--- src/rtl/axis_pkt_fifo.sv ---
// axis_pkt_fifo
//   AXI-Stream byte FIFO feeding the AXIS-to-UART transmitter. It absorbs host
//   bursts and carries tlast alongside each word. In packet mode, words are only
//   offered downstream once a complete packet (a stored tlast) is present, or
//   once the FIFO is full, so that an oversize packet cannot deadlock.
//
// Ports
//   clk, rst        rising-edge clock, asynchronous active-high reset
//   s_axis_*        write side: data/valid/last in, ready out (= !full)
//   m_axis_*        read side: data/valid/last out, ready in
//   level           words currently stored (0..DEPTH)
//   pkt_count       tlast-marked words currently stored
module axis_pkt_fifo #(
  parameter int unsigned DATA_BITS = 8,
  parameter int unsigned ADDR_BITS = 4,
  parameter bit          PKT_MODE  = 1'b0
) (
  input  logic                 clk,
  input  logic                 rst,
  input  logic [DATA_BITS-1:0] s_axis_data,
  input  logic                 s_axis_valid,
  input  logic                 s_axis_last,
  output logic                 s_axis_ready,
  output logic [DATA_BITS-1:0] m_axis_data,
  output logic                 m_axis_valid,
  output logic                 m_axis_last,
  input  logic                 m_axis_ready,
  output logic [ADDR_BITS:0]   level,
  output logic [ADDR_BITS:0]   pkt_count
);

  localparam int unsigned DEPTH = 2 ** ADDR_BITS;
  localparam logic [ADDR_BITS:0] CNT_ONE = {{ADDR_BITS{1'b0}}, 1'b1};

  // Storage: {last, data}; intentionally not reset.
  logic [DATA_BITS:0] r_mem [DEPTH];

  logic [ADDR_BITS:0] r_wr_ptr;
  logic [ADDR_BITS:0] r_rd_ptr;
  logic [ADDR_BITS:0] r_level;
  logic [ADDR_BITS:0] r_pkt_count;

  logic               w_empty;
  logic               w_full;
  logic               w_push;
  logic               w_pop;
  logic               w_valid;
  logic               w_push_last;
  logic               w_pop_last;
  logic [DATA_BITS:0] w_head;

  // Extra pointer MSB distinguishes full from empty when the low bits match.
  assign w_empty = (r_wr_ptr == r_rd_ptr);
  assign w_full  = (r_wr_ptr[ADDR_BITS] != r_rd_ptr[ADDR_BITS]) &&
                   (r_wr_ptr[ADDR_BITS-1:0] == r_rd_ptr[ADDR_BITS-1:0]);

  always_comb begin
    w_valid = !w_empty;
    if (PKT_MODE) begin
      // Full term releases a packet longer than the FIFO in cut-through fashion.
      w_valid = !w_empty && ((r_pkt_count != '0) || w_full);
    end
  end

  assign w_head      = r_mem[r_rd_ptr[ADDR_BITS-1:0]];
  assign w_push      = s_axis_valid && !w_full;
  assign w_pop       = w_valid && m_axis_ready;
  assign w_push_last = w_push && s_axis_last;
  assign w_pop_last  = w_pop && w_head[DATA_BITS];

  always_ff @(posedge clk) begin
    if (w_push) begin
      r_mem[r_wr_ptr[ADDR_BITS-1:0]] <= {s_axis_last, s_axis_data};
    end
  end

  always_ff @(posedge clk or posedge rst) begin
    if (rst) begin
      r_wr_ptr    <= '0;
      r_rd_ptr    <= '0;
      r_level     <= '0;
      r_pkt_count <= '0;
    end else begin
      if (w_push) begin
        r_wr_ptr <= r_wr_ptr + CNT_ONE;
      end
      if (w_pop) begin
        r_rd_ptr <= r_rd_ptr + CNT_ONE;
      end
      if (w_push && !w_pop) begin
        r_level <= r_level + CNT_ONE;
      end else if (w_pop && !w_push) begin
        r_level <= r_level - CNT_ONE;
      end
      if (w_push_last && !w_pop_last) begin
        r_pkt_count <= r_pkt_count + CNT_ONE;
      end else if (w_pop_last && !w_push_last) begin
        r_pkt_count <= r_pkt_count - CNT_ONE;
      end
    end
  end

  assign s_axis_ready = !w_full;
  assign m_axis_valid = w_valid;
  assign m_axis_data  = w_valid ? w_head[DATA_BITS-1:0] : '0;
  assign m_axis_last  = w_valid && w_head[DATA_BITS];
  assign level        = r_level;
  assign pkt_count    = r_pkt_count;

endmodule

--- config.mk ---
export PLATFORM = sky130hd
export DESIGN_NAME = axis_pkt_fifo
export DESIGN_NICKNAME = d
export VERILOG_FILES = /design/src/rtl/axis_pkt_fifo.sv
export SDC_FILE = /design/constraint.sdc
export NUM_CORES = 1
export LEC_CHECK = 0
export CAP_MARGIN = 40
export CORE_MARGIN = 8
export CORE_UTILIZATION = 45
export CTS_CLUSTER_SIZE = 14
export DETAILED_ROUTE_END_ITERATION = 16
export PLACE_DENSITY = 0.69
export RECOVER_POWER = 25
export REMOVE_ABC_BUFFERS = 1
export SKIP_CTS_REPAIR_TIMING = 1
export SLEW_MARGIN = 10
export SYNTH_ARGS = -nofsm -noshare
export SYNTH_HDL_FRONTEND = slang
export SYNTH_SLANG_ARGS = --single-unit
--- constraint.sdc ---
create_clock -name clk -period 4 [get_ports clk]
set_input_delay 0.4 -clock clk [delete_from_list [all_inputs] [get_ports clk]]
set_output_delay 0.4 -clock clk [all_outputs]
set_load 0.02 [all_outputs]
==> results of run 1 <==
## cells in the mapped netlist (2+ instances only)
library cell,number
mux2_2,3
nand2_1,6
a21o_1,4
mux2_1,2
a22oi_1,16
nand3_1,3
buf_1,2
and3_1,13
a21oi_1,15
fa_1,2
inv_1,7
xnor2_1,16
nor2b_1,5
mux4_1,2
o21ai_0,4
nor2_1,7
mux4_2,33
clkbuf_1,2
buf_4,5
dfrtp_1,20
edfxtp_1,144
buf_2,7
mux2i_1,4
ha_1,13
and2_1,4
xor2_1,5
## per-stage QoR
step           setup TNS [ps]  power [mW]
2_1_floorplan           -51.5        3.88
3_3_place_gp                0        4.72
3_5_place_dp                0        4.76
4_1_cts                     0        6.47
5_1_grt                     0        6.72
6_report                    0        6.40
## path summary, 6_finish.rpt
kind / slack [ps] / end / start / depth (start not counted)
worst max-delay path: 530 / pkt_count[4] / r_rd_ptr[1] / 12
worst min-delay path: 450 / r_rd_ptr[1] / rst / 2
worst max register to register: 530 / pkt_count[4] / r_rd_ptr[1] / 12
worst min register to register: 480 / level[4] / level[4] / 1
max in group asynchronous: 3000 / r_rd_ptr[0] / rst / 2
min in group clk: 480 / level[4] / level[4] / 1
## kinds of logic after synthesis
family | count (synthesis) | synth area share, %
AO/OA/AOI/OAI | 46 | 4.67
XOR/XNOR | 22 | 2.94
adder cells (fa/ha/maj) | 15 | 2.98
buffers and inverters | 25 | 1.80
flip-flops | 164 | 70.9
multiplexers | 44 | 13.1
AND/OR/NAND/NOR | 44 | 3.66
## registers in the layout, indices dropped and copies added, names as in the netlist
register,cells
level,5
r_mem,144
pkt_count,5
r_rd_ptr,5
r_wr_ptr,5
## worst max-delay path: stages, from the launching register on
cell and delay (ps):
dfrtp_2 700, buf_4 420, xnor2_2 120, and4_4 190
a21boi_4 330, and2_1 180, ha_1 180, inv_1 120
fa_1 430, a21o_1 170, a21oi_1 160, mux2i_1 230
xnor2_1 130
## power breakdown
part	switching, mW	internal [mW]
Combinational	1.21	1.12
Clock	0.608	1.10
Sequential	0.237	2.13
## cell type report
| type | count | area [µm²] |
|---|---|---|
| Clock inverter | 11 | 185 |
| Sequential cell | 164 | 4830 |
| Multi-Input combinational cell | 171 | 1860 |
| Tap cell | 188 | 235 |
| Inverter | 8 | 30.0 |
| Fill cell | 1162 | 6990 |
| Clock buffer | 19 | 433 |
| Timing Repair Buffer | 44 | 413 |
## routing by layer
layer	wire, µm	vias to the layer above	GRT usage, %
met5	0	-	0
met4	217	0	6.18
met3	805	16	4.65
met2	7140	107	24.9
met1	5880	1833	18.4
li1	-	1532	-
==> impl_metrics.csv, run 1 <==
group,metric,value,unit
sta,slew_viol_final,0,
global_routing,grtUsageTotal,15.2,%
power_and_ir_drop,vdd_drop_max,0.000459,V
clocking,clk_pin_slew_worst_paths,60,ps
floorplanning,io_pins,34,
worst_setup_path,cp-end-kind,"flip-flop",
yosys,synth-edff-count,144,
outcome,outcome,"completed",
global_routing,overflow,0,
yosys,synthArstFlopShare,12.2,%
yosys,syn_area_per_cell,18.9,µm²
global_routing,grt_pass1_vias,3614,
yosys,synth_top_area_cell,"edfxtp_1",
clocking,insertion_delay,410,ps
placed_design,postPlaceCellArea,7370,µm²
sta,setup_slack,531,ps
detailed_routing,post_drt_wl_per_cell,23.2,µm
worst_setup_path,path_max_fanout,21,
placed_design,place_hpwl,8680,µm
floorplanning,fp.dieW,139,µm
yosys,synth_top_area_share,63.5,%
global_routing,antenna_found_initial,0,
detailed_routing,wl,14000,µm
clocking,cts_htree_levels,4,
global_routing,grt_pass1_wl,21500,µm
sta,tightestPinTransition,833,ps
detailed_routing,via_per_inst,5.77,
yosys,ys_types,42,
sta,slew_headroom,44.5,%
cells_and_area,most-common-layout-cells,"edfxtp_1 (144), mux4_2 (33), clkdlybuf4s50_1 (27)",
power_and_ir_drop,p_leak,2.76,nW
yosys,ys.flop_type,"edfxtp_1",
hold_path,hp-class,"input pin to asynchronous set/reset pin",
floorplanning,die_h,139,µm
placed_design,port_buffers,33,
detailed_routing,drt_first_iter_violations,258,
sta,layout_min_cycle_time,3470,ps
yosys,yosysWarningCount,0,
clocking,numCtsBuffers,17,
clocking,cts-root-buf,"clkbuf_16",
cells_and_area,antenna_cells,0,
cells_and_area,fin_area,7990,µm²
worst_setup_path,critPathRequiredTime,4340,ps
power_and_ir_drop,p_per_area,802,nW/µm²
sta,rsz0062_at_grt,"false",
detailed_routing,firstDrtPassIters,5,
sta,clock.fmax,288,MHz
cells_and_area,drive_gt1_share,19.7,%
worst_setup_path,worst_setup_path_start_kind,"flip-flop",
yosys,synthCells,360,
clocking,clock-sinks,164,
cells_and_area,final_util,53.3,%
global_routing,grt_max_degree,22,
placed_design,place_congestion,0.793,
detailed_routing,antenna_left,0,
sta,period_share,86.7,%
floorplanning,start_util,45.5,%
cells_and_area,syn2layout_area_growth,17.3,%
worst_setup_path,critPathArrivalTime,3800,ps
sta,finalHoldViolCount,0,
clocking,ctsLongestPathBuffers,2,
detailed_routing,route.vias.total,3488,
sta,finClkSkew,7.30,ps
cells_and_area,final_cells,605,
placed_design,dp_slack,528,ps
run,max_cap_viol_count,0,
cells_and_area,layout_commonest_cell,"edfxtp_1",
yosys,synth_area,6810,µm²
yosys,synth-seq-cells,164,
clocking,cts_tree,"yes",
cells_and_area,num-nets-final,434,
worst_setup_path,path_class,"flip-flop to flip-flop",
floorplanning,num_rows,45,
placed_design,dp_cells,575,
floorplanning,core,15000,µm²
sta,fin_hold_ws,446,ps
detailed_routing,route.detailed.drc,0,
sta,setup_viol,0,
yosys,synthTopCellsByArea,"edfxtp_1 (64%), mux4_2 (11%), dfrtp_1 (7.4%)",
yosys,ys_seq_area_share,70.9,%
floorplanning,die_area,19300,µm²
No activity file was read; power rests on OpenSTA's default activity.
==> inputs of run 2 (changes only) <==
--- a/config.mk
+++ b/config.mk
@@ -10,6 +10,7 @@
 export CORE_UTILIZATION = 45
 export CTS_CLUSTER_SIZE = 14
 export DETAILED_ROUTE_END_ITERATION = 16
+export GPL_TIMING_DRIVEN = 0
 export PLACE_DENSITY = 0.69
 export RECOVER_POWER = 25
 export REMOVE_ABC_BUFFERS = 1
==> impl_metrics.csv, run 2 (synthesis results as in run 1) <==
group,metric,value,unit
outcome,outcome,"completed",
sta,setup_viol,0,
sta,layout_min_cycle_time,3730,ps
cells_and_area,final_util,52.7,%
global_routing,grt_pass1_wl,20400,µm
clocking,cts_htree_levels,4,
cells_and_area,ff_latch_area,4830,µm²
sta,period_share,93.3,%
clocking,numCtsBuffers,17,
cells_and_area,num-nets-final,426,
placed_design,place_hpwl,8300,µm
cells_and_area,largest_reg_flops,144,
power_and_ir_drop,p_seq_share,39.5,%
global_routing,overflow,0,
cells_and_area,layout_commonest_cell,"edfxtp_1",
global_routing,grt_max_degree,41,
cells_and_area,nFillCells,1205,
global_routing,antenna_found_initial,0,
cells_and_area,drive_gt1_share,19.2,%
floorplanning,core,15000,µm²
sta,clock.fmax,268,MHz
run,max_cap_viol_count,0,
cells_and_area,antenna_cells,0,
power_and_ir_drop,p_switching,2.09,mW
worst_setup_path,cp-end-kind,"flip-flop",
detailed_routing,wl,13200,µm
floorplanning,num_rows,45,
clocking,clk_pin_slew_worst_paths,60,ps
worst_setup_path,critPathRequiredTime,4340,ps
clocking,clock-sinks,164,
detailed_routing,route.vias.total,3397,
worst_setup_path,path_max_fanout,40,
clocking,cts_tree,"yes",
cells_and_area,multi_input_area,1870,µm²
floorplanning,io_pins,34,
power_and_ir_drop,p_clk_share,24.8,%
power_and_ir_drop,sw_frac_of_total,33.9,%
floorplanning,die_h,139,µm
cells_and_area,syn2layout_area_growth,15.8,%
floorplanning,fp.dieW,139,µm
power_and_ir_drop,p_leak,2.68,nW
placed_design,place_congestion,0.752,
sta,tightestPinTransition,876,ps
detailed_routing,firstDrtPassIters,4,
global_routing,grt_pass1_vias,3706,
detailed_routing,post_drt_wl_per_cell,22.0,µm
detailed_routing,antenna_left,0,
worst_setup_path,path_class,"flip-flop to flip-flop",
sta,finClkSkew,9.32,ps
power_and_ir_drop,comb_power_share,35.7,%
clocking,ctsLongestPathBuffers,2,
sta,finalHoldViolCount,0,
worst_setup_path,worst_setup_path_start_kind,"flip-flop",
worst_setup_path,critPathArrivalTime,4070,ps
clocking,insertion_delay,420,ps
power_and_ir_drop,vdd_drop_max,0.000505,V
clocking,cts-root-buf,"clkbuf_16",
sta,slew_headroom,41.3,%
placed_design,port_buffers,33,
power_and_ir_drop,intPower,4.09,mW
cells_and_area,most-common-layout-cells,"edfxtp_1 (144), mux4_2 (33), clkdlybuf4s50_1 (27)",
detailed_routing,via_per_inst,5.67,
floorplanning,die_area,19300,µm²
detailed_routing,route.detailed.drc,0,
sta,finalSetupTns,0,ps
power_and_ir_drop,p_per_area,784,nW/µm²
global_routing,grtUsageTotal,14.1,%
floorplanning,start_util,45.5,%
detailed_routing,drt_first_iter_violations,312,
sta,rsz0062_at_grt,"false",
sta,slew_viol_final,0,
hold_path,hp-class,"input pin to asynchronous set/reset pin",
==> run 2: cell types whose count changed in the layout (fill, tap and decap cells not counted), moves of 2 or more <==
| cell | previous run | this run |
|---|---|---|
| buf_4 | 11 | 2 |
| bufinv_16 | 5 | 1 |
| clkinvlp_4 | 0 | 4 |
| clkinv_1 | 3 | 1 |
| inv_6 | 0 | 2 |
| inv_8 | 0 | 2 |
==> run 2: power groups by stage <==
stage / clock network, mW / registers (mW) / logic (mW)
final: 1.53 / 2.44 / 2.21
after global routing: 1.63 / 2.49 / 2.37
after CTS: 1.56 / 2.45 / 2.24
after detailed placement: 0 / 2.49 / 2.23
after global placement: 0 / 2.53 / 2.13
after floorplan: 0 / 2.49 / 1.39
==> run 2: final cells by class <==
cell class              count  share of cell area (%)
multi-input cells         171                    23.7
repair buffers             36                    4.63
clock buffers              19                    5.49
clock inverters            13                    1.62
flip-flops and latches    164                    61.2
inverters                   8                   0.381
well taps                 188                    2.98
==> run 2: critical path, stage by stage (launching register included) <==
cell and delay, ps:
dfrtp_4 950, xnor2_1 230, nand4_2 220, nor2_2 450, clkinv_1 200, nand3_1 160, ha_1 170, inv_1 110
fa_1 420, a21o_1 180, a21oi_1 170, mux2i_1 240, xnor2_1 140
==> run 2: per-layer routing <==
layer	vias to the layer above	GRT usage [%]	wire (µm)
met1	1788	16.8	5550
met4	0	4.33	81
met2	78	24.2	6890
li1	1522	-	-
met5	-	0	0
met3	9	4.06	631
==> run 2: final timing paths <==
check / start / endpoint / slack, ps / cells after the start
worst max-delay path: r_rd_ptr[0] / pkt_count[4] / 270 / 12
max in group asynchronous: rst / r_rd_ptr[0] / 2970 / 2
worst max register to register: r_rd_ptr[0] / pkt_count[4] / 270 / 12
min in group clk: pkt_count[4] / pkt_count[4] / 480 / 1
worst min-delay path: rst / level[2] / 440 / 2
worst min register to register: pkt_count[4] / pkt_count[4] / 480 / 1
==> run 2: per-stage QoR <==
step | instance area, µm² | setup slack, ps | power [mW] | hold WS, ps | cells
5_1_grt | 7890 | 46.1 | 6.50 | 504 | 599
3_5_place_dp | 7330 | 285 | 4.71 | 471 | 567
6_report | 7890 | 267 | 6.18 | 444 | 599
3_3_place_gp | 7280 | -890 | 4.65 | 466 | 564
4_1_cts | 7890 | 249 | 6.26 | 456 | 599
2_1_floorplan | 6720 | -51.5 | 3.88 | 364 | 343
